===== src/rtl/thunderbolt_sequencer_if.sv =====
// Handshake bundle between the thunderbolt sequencer, the battle controller
// and the thunderbolt renderer.
interface thunderbolt_sequencer_if;
   logic       start;
   logic       done_tb_pika;
   logic       done_L_tb;
   logic       done_M_tb;
   logic       done_S_tb;
   logic       done_animate;
   logic       done_tb;
   logic       enable_draw_tb_pika;
   logic       enable_draw_L_tb;
   logic       enable_draw_M_tb;
   logic       enable_draw_S_tb;
   logic       enable_animate;
   logic       busy;
   logic       attack_done;
   logic       error;
   logic [3:0] bolt_count;

   modport master (
      input  start, done_tb_pika, done_L_tb, done_M_tb, done_S_tb, done_animate, done_tb,
      output enable_draw_tb_pika, enable_draw_L_tb, enable_draw_M_tb, enable_draw_S_tb,
             enable_animate, busy, attack_done, error, bolt_count
   );

   modport slave (
      output start, done_tb_pika, done_L_tb, done_M_tb, done_S_tb, done_animate, done_tb,
      input  enable_draw_tb_pika, enable_draw_L_tb, enable_draw_M_tb, enable_draw_S_tb,
             enable_animate, busy, attack_done, error, bolt_count
   );
endinterface


===== src/rtl/thunderbolt_sequencer.sv =====
// Thunderbolt attack sequencer: Pikachu pose, then L/M/S bolt draws with
// animation waits, a per-draw watchdog and a one-cycle attack_done pulse.
module thunderbolt_sequencer #(
   parameter int NUM_BOLTS    = 5,
   parameter int DRAW_TIMEOUT = 131071,
   parameter int TO_W         = 17
) (
   input logic                     clock,
   input logic                     reset,
   thunderbolt_sequencer_if.master bus
);
   typedef enum logic [3:0] {
      IDLE, DRAW_PIKA, DRAW_L, WAIT_L, DRAW_M, WAIT_M, DRAW_S, WAIT_S, CHECK, FINISH
   } state_t;

   state_t          state, state_nx;
   logic [TO_W-1:0] wd;
   logic            first_cyc, in_draw, timeout, to_fire, accept;
   logic [4:0]      cnt_inc;
   logic            en_pika, en_l, en_m, en_s, en_anim, busy_r, done_r, err_r;
   logic [3:0]      bolt_r;

   assign in_draw = (state == DRAW_PIKA) || (state == DRAW_L) ||
                    (state == DRAW_M)    || (state == DRAW_S);
   assign timeout = in_draw && (wd == TO_W'(DRAW_TIMEOUT - 1));
   assign cnt_inc = {1'b0, bolt_r} + 5'd1;

   always_ff @(posedge clock or posedge reset) begin
      if (reset) state <= IDLE;
      else       state <= state_nx;
   end

   // first_cyc masks a done_animate that coincides with WAIT entry
   always_comb begin
      state_nx = state;
      accept   = 1'b0;
      to_fire  = 1'b0;
      case (state)
         IDLE:      if (bus.start) begin
                       state_nx = DRAW_PIKA;
                       accept   = 1'b1;
                    end
         DRAW_PIKA: if (bus.done_tb_pika) state_nx = DRAW_L;
         DRAW_L:    if (bus.done_L_tb)    state_nx = WAIT_L;
         WAIT_L:    if (bus.done_animate && !first_cyc) state_nx = DRAW_M;
         DRAW_M:    if (bus.done_M_tb)    state_nx = WAIT_M;
         WAIT_M:    if (bus.done_animate && !first_cyc) state_nx = DRAW_S;
         DRAW_S:    if (bus.done_S_tb)    state_nx = WAIT_S;
         WAIT_S:    if (bus.done_animate && !first_cyc) state_nx = CHECK;
         CHECK:     state_nx = ((cnt_inc == 5'(NUM_BOLTS)) || bus.done_tb) ? FINISH : DRAW_L;
         FINISH:    state_nx = IDLE;
         default:   state_nx = IDLE;
      endcase
      // a done arriving on the timeout cycle still wins
      if (timeout && (state_nx == state)) begin
         state_nx = FINISH;
         to_fire  = 1'b1;
      end
   end

   always_ff @(posedge clock or posedge reset) begin
      if (reset) begin
         wd        <= '0;
         first_cyc <= 1'b0;
         bolt_r    <= 4'd0;
         err_r     <= 1'b0;
         en_pika   <= 1'b0;
         en_l      <= 1'b0;
         en_m      <= 1'b0;
         en_s      <= 1'b0;
         en_anim   <= 1'b0;
         busy_r    <= 1'b0;
         done_r    <= 1'b0;
      end else begin
         first_cyc <= (state_nx != state);
         if (state_nx != state) wd <= '0;
         else if (in_draw)      wd <= wd + TO_W'(1);
         if (accept)                                bolt_r <= 4'd0;
         else if (state == CHECK && bolt_r != 4'hF) bolt_r <= bolt_r + 4'd1;
         if (accept)       err_r <= 1'b0;
         else if (to_fire) err_r <= 1'b1;
         // outputs registered from the next state so they track the current state
         en_pika <= (state_nx == DRAW_PIKA);
         en_l    <= (state_nx == DRAW_L);
         en_m    <= (state_nx == DRAW_M);
         en_s    <= (state_nx == DRAW_S);
         en_anim <= (state_nx == WAIT_L) || (state_nx == WAIT_M) || (state_nx == WAIT_S);
         busy_r  <= (state_nx != IDLE);
         done_r  <= (state_nx == FINISH);
      end
   end

   assign bus.enable_draw_tb_pika = en_pika;
   assign bus.enable_draw_L_tb    = en_l;
   assign bus.enable_draw_M_tb    = en_m;
   assign bus.enable_draw_S_tb    = en_s;
   assign bus.enable_animate      = en_anim;
   assign bus.busy                = busy_r;
   assign bus.attack_done         = done_r;
   assign bus.error               = err_r;
   assign bus.bolt_count          = bolt_r;
endmodule


===== src/flat_wrapper.sv =====
// flat-port wrapper written by rule: the top's interface ports become plain ports
module thunderbolt_sequencer_flat 
#(
   parameter int NUM_BOLTS    = 5,
   parameter int DRAW_TIMEOUT = 131071,
   parameter int TO_W         = 17
)
  (clock, reset, bus_start, bus_done_tb_pika, bus_done_L_tb, bus_done_M_tb, bus_done_S_tb, bus_done_animate, bus_done_tb, bus_enable_draw_tb_pika, bus_enable_draw_L_tb, bus_enable_draw_M_tb, bus_enable_draw_S_tb, bus_enable_animate, bus_busy, bus_attack_done, bus_error, bus_bolt_count);
  thunderbolt_sequencer_if bus_i ();
  input logic clock;
  input logic reset;
  input wire logic [$bits(bus_i.start)-1:0] bus_start;
  input wire logic [$bits(bus_i.done_tb_pika)-1:0] bus_done_tb_pika;
  input wire logic [$bits(bus_i.done_L_tb)-1:0] bus_done_L_tb;
  input wire logic [$bits(bus_i.done_M_tb)-1:0] bus_done_M_tb;
  input wire logic [$bits(bus_i.done_S_tb)-1:0] bus_done_S_tb;
  input wire logic [$bits(bus_i.done_animate)-1:0] bus_done_animate;
  input wire logic [$bits(bus_i.done_tb)-1:0] bus_done_tb;
  output wire logic [$bits(bus_i.enable_draw_tb_pika)-1:0] bus_enable_draw_tb_pika;
  output wire logic [$bits(bus_i.enable_draw_L_tb)-1:0] bus_enable_draw_L_tb;
  output wire logic [$bits(bus_i.enable_draw_M_tb)-1:0] bus_enable_draw_M_tb;
  output wire logic [$bits(bus_i.enable_draw_S_tb)-1:0] bus_enable_draw_S_tb;
  output wire logic [$bits(bus_i.enable_animate)-1:0] bus_enable_animate;
  output wire logic [$bits(bus_i.busy)-1:0] bus_busy;
  output wire logic [$bits(bus_i.attack_done)-1:0] bus_attack_done;
  output wire logic [$bits(bus_i.error)-1:0] bus_error;
  output wire logic [$bits(bus_i.bolt_count)-1:0] bus_bolt_count;
  assign bus_i.start = bus_start;
  assign bus_i.done_tb_pika = bus_done_tb_pika;
  assign bus_i.done_L_tb = bus_done_L_tb;
  assign bus_i.done_M_tb = bus_done_M_tb;
  assign bus_i.done_S_tb = bus_done_S_tb;
  assign bus_i.done_animate = bus_done_animate;
  assign bus_i.done_tb = bus_done_tb;
  assign bus_enable_draw_tb_pika = bus_i.enable_draw_tb_pika;
  assign bus_enable_draw_L_tb = bus_i.enable_draw_L_tb;
  assign bus_enable_draw_M_tb = bus_i.enable_draw_M_tb;
  assign bus_enable_draw_S_tb = bus_i.enable_draw_S_tb;
  assign bus_enable_animate = bus_i.enable_animate;
  assign bus_busy = bus_i.busy;
  assign bus_attack_done = bus_i.attack_done;
  assign bus_error = bus_i.error;
  assign bus_bolt_count = bus_i.bolt_count;
  thunderbolt_sequencer #(.NUM_BOLTS(NUM_BOLTS), .DRAW_TIMEOUT(DRAW_TIMEOUT), .TO_W(TO_W)) u_core (.clock(clock), .reset(reset), .bus(bus_i));
endmodule

===== config.mk =====
export PLATFORM = sky130hd
export DESIGN_NAME = thunderbolt_sequencer_flat
export DESIGN_NICKNAME = d
export VERILOG_FILES = /design/src/rtl/thunderbolt_sequencer_if.sv /design/src/rtl/thunderbolt_sequencer.sv /design/src/flat_wrapper.sv
export SDC_FILE = /design/constraint.sdc
export NUM_CORES = 1
export LEC_CHECK = 0
export ABC_AREA = 1
export CORE_MARGIN = 4
export CORE_UTILIZATION = 56
export CTS_CLUSTER_SIZE = 20
export DETAILED_ROUTE_END_ITERATION = 10
export PLACE_DENSITY = 0.78
export SLEW_MARGIN = 25
export SYNTH_ARGS = -nofsm -noshare
export SYNTH_HDL_FRONTEND = slang
export SYNTH_SLANG_ARGS = --single-unit
export TNS_END_PERCENT = 100

===== constraint.sdc =====
create_clock -name clock -period 4.9 [get_ports clock]
set_input_delay 0.98 -clock clock [delete_from_list [all_inputs] [get_ports clock]]
set_output_delay 0.98 -clock clock [all_outputs]
set_load 0.01 [all_outputs]

==> metrics <==
status complete, no violations; Clock Tree Buf Depth 2; drt wl/cell 11.4 microns; Async S/R FF share, synth 1.00; #FFs+latches synth 34; Seq/Total Area, Yosys 0.442; I/O Buffers 20; Iteration-0 DRC Markers between 100 and 150; die area 4440 sq um; largest net degree at the start of global routing 35; Post-CTS Hold Fix Bufs 0; Fin Setup TNS 0 ns; All-Layer GR Usage 0.193; syn nets between 200 and 300; Tcrit/Tclk final 0.520; RSZ-0062 raised after global routing false; leakage 1.06 nW; top-count cell post-synth nand2_1; worst-path fanout max 18; Crit path required time about 5.1 ns; Placed Instance Area 2160 sq um; Setup crit end kind register; Top reg by flops u_core.wd; synthesized area 1930 sq um; Setup crit start kind input pin; ranking of synthesized cells by area dfrtp_1 (44%), nand2_1 (12%), inv_1 (6.0%), nor2_1 (5.6%), xor2_1 (5.5%); clk sink count 34; syn_area_per_cell roughly 7.8 sq um; final setup fails 0; Post-synth top flop dfrtp_1; Placer Congestion 0.849; # diodes 0; first-pass GRT wire length 6490 microns; post-CTS resize count 0; Cell Rows 21; Clock transition at path regs 0.10 ns; synth cell count leaders nand2_1 (61), dfrtp_1 (34), inv_1 (31); share of the synthesized area in the top cell type 0.442; worst vdd ir 0.000216 V; setup bufs post-CTS 0; Peak Freq 392 MHz; FF+latch area 851 sq um; Tmin final 2.55 ns; Setup Skew 0.0114 ns; CTS tree built; Ys Warns 0; Post-Route WL 3630 microns; final instance area 2220 sq um; initial antenna violation count 0; post-synthesis cell type count 25; cts bufs inserted 5; r2r setup slk 2.66 ns; Ports 21; clk root buf clkbuf_4; Final ANT Viol Nets 0; DRT Pass-1 Iters 4; max FFs per register 17; maxcap violations 0; Post-Syn Instances 246; synth-to-layout area growth 15.3%; Starting Density 0.577; number of global-route vias before repair 1514; Slew Viols, Final 0; DR DRC count 0; Min-Delay Path Class register to register; PnR worst setup slack roughly 2.4 ns; share of layout cells above drive strength 1 0.114; CTS H-tree lvls 2; core area 3340 sq um; Via density 5.21; final net count 284; worst slew pin tran just over 0.4 ns; via count 1656; Post-synth EDFFs 0; critical path class input pin to register; DP HPWL between 2000 and 3000 microns; global route overflow 0; Die Width 66.7 microns; worst skew pair latency 0.33 ns; Layout Utilization 0.666; multi-input logic area 917 sq um; Die Span Y approximately 67 microns; fillcell total approximately 290; relative slew slack 0.726; Final Hold Fails 0; Overall Power approximately 0.0011 W; pwr/cell area 474 nW/um^2; Yosys top cell by area dfrtp_1; post-place setup slack between 2 and 2.5 ns; crit path DAT 2.75 ns
-- per-layer routing --
metal  wire [microns]  global-route usage
met4               52              0.0838
met3              210              0.0540
met5                0                   0
met2             1680               0.300
met1             1690               0.251
-- layout by cell type (no fill, tap or decap), types with 6 or more instances in the layout --
cell	count
nand2_1	61
dfrtp_1	34
inv_1	31
nor2_1	29
nand3_1	20
clkdlybuf4s50_1	20
xor2_1	12
nand4_1	11
nor2_2	10
nor3_1	6
-- metrics by stage --
stage	hold WS [ns]	instances
2_1_floorplan	0.520	246
3_3_place_gp	0.492	310
3_5_place_dp	0.493	310
4_1_cts	0.518	318
5_1_grt	0.548	318
6_report	0.513	318
-- final timing paths --
| kind | from | endpoint | cells past startpoint |
|---|---|---|---|
| setup / recovery | bus_done_animate | u_core.wd[5]$_DFFE_PP0P_ | 12 |
| hold / removal | u_core.bus.error$_DFFE_PP0P_ | u_core.bus.error$_DFFE_PP0P_ | 2 |
| setup reg to reg | u_core.state[0]$_DFF_PP0_ | u_core.wd[5]$_DFFE_PP0P_ | 12 |
| hold reg to reg | u_core.bus.error$_DFFE_PP0P_ | u_core.bus.error$_DFFE_PP0P_ | 2 |
| max in group asynchronous | reset | u_core.wd[0]$_DFFE_PP0P_ | 3 |
| min in group asynchronous | reset | u_core.wd[14]$_DFFE_PP0P_ | 3 |
-- power by group --
part	switching [W]	leakage, nW	internal [W]
logic	0.000350	0.570	0.000172
clock network	0.0000916	0.0343	0.0000690
registers	0.0000405	0.459	0.000331
-- cell families after synthesis --
family / after synthesis / synth area share
buf+inv: 36 / 0.0825
fa+ha+maj: 4 / 0.0260
flops: 34 / 0.442
xor+xnor: 14 / 0.0636
compound gates: 10 / 0.0279
simple gates: 148 / 0.358
-- critical path: stages --
cell             delay [ns]
clkdlybuf4s50_1        0.50
nand2_1                0.08
nand2_1                0.08
nand3_1                0.09
nor2_2                 0.13
nand2_2                0.08
nand2_1                0.09
nand4_2                0.18
nand2_2                0.14
nand2_2                0.07
nand2_4                0.23
nor2_1                 0.09
-- cell type report --
| type | count | area share |
|---|---|---|
| clock inverter | 2 | 0.00563 |
| multi-input combinational | 176 | 0.413 |
| inverter | 33 | 0.0558 |
| clock buffer | 6 | 0.0231 |
| sequential | 34 | 0.383 |
| timing repair buffer | 21 | 0.0935 |
| tap | 46 | 0.0259 |
Power figures use the tool's default switching activity.
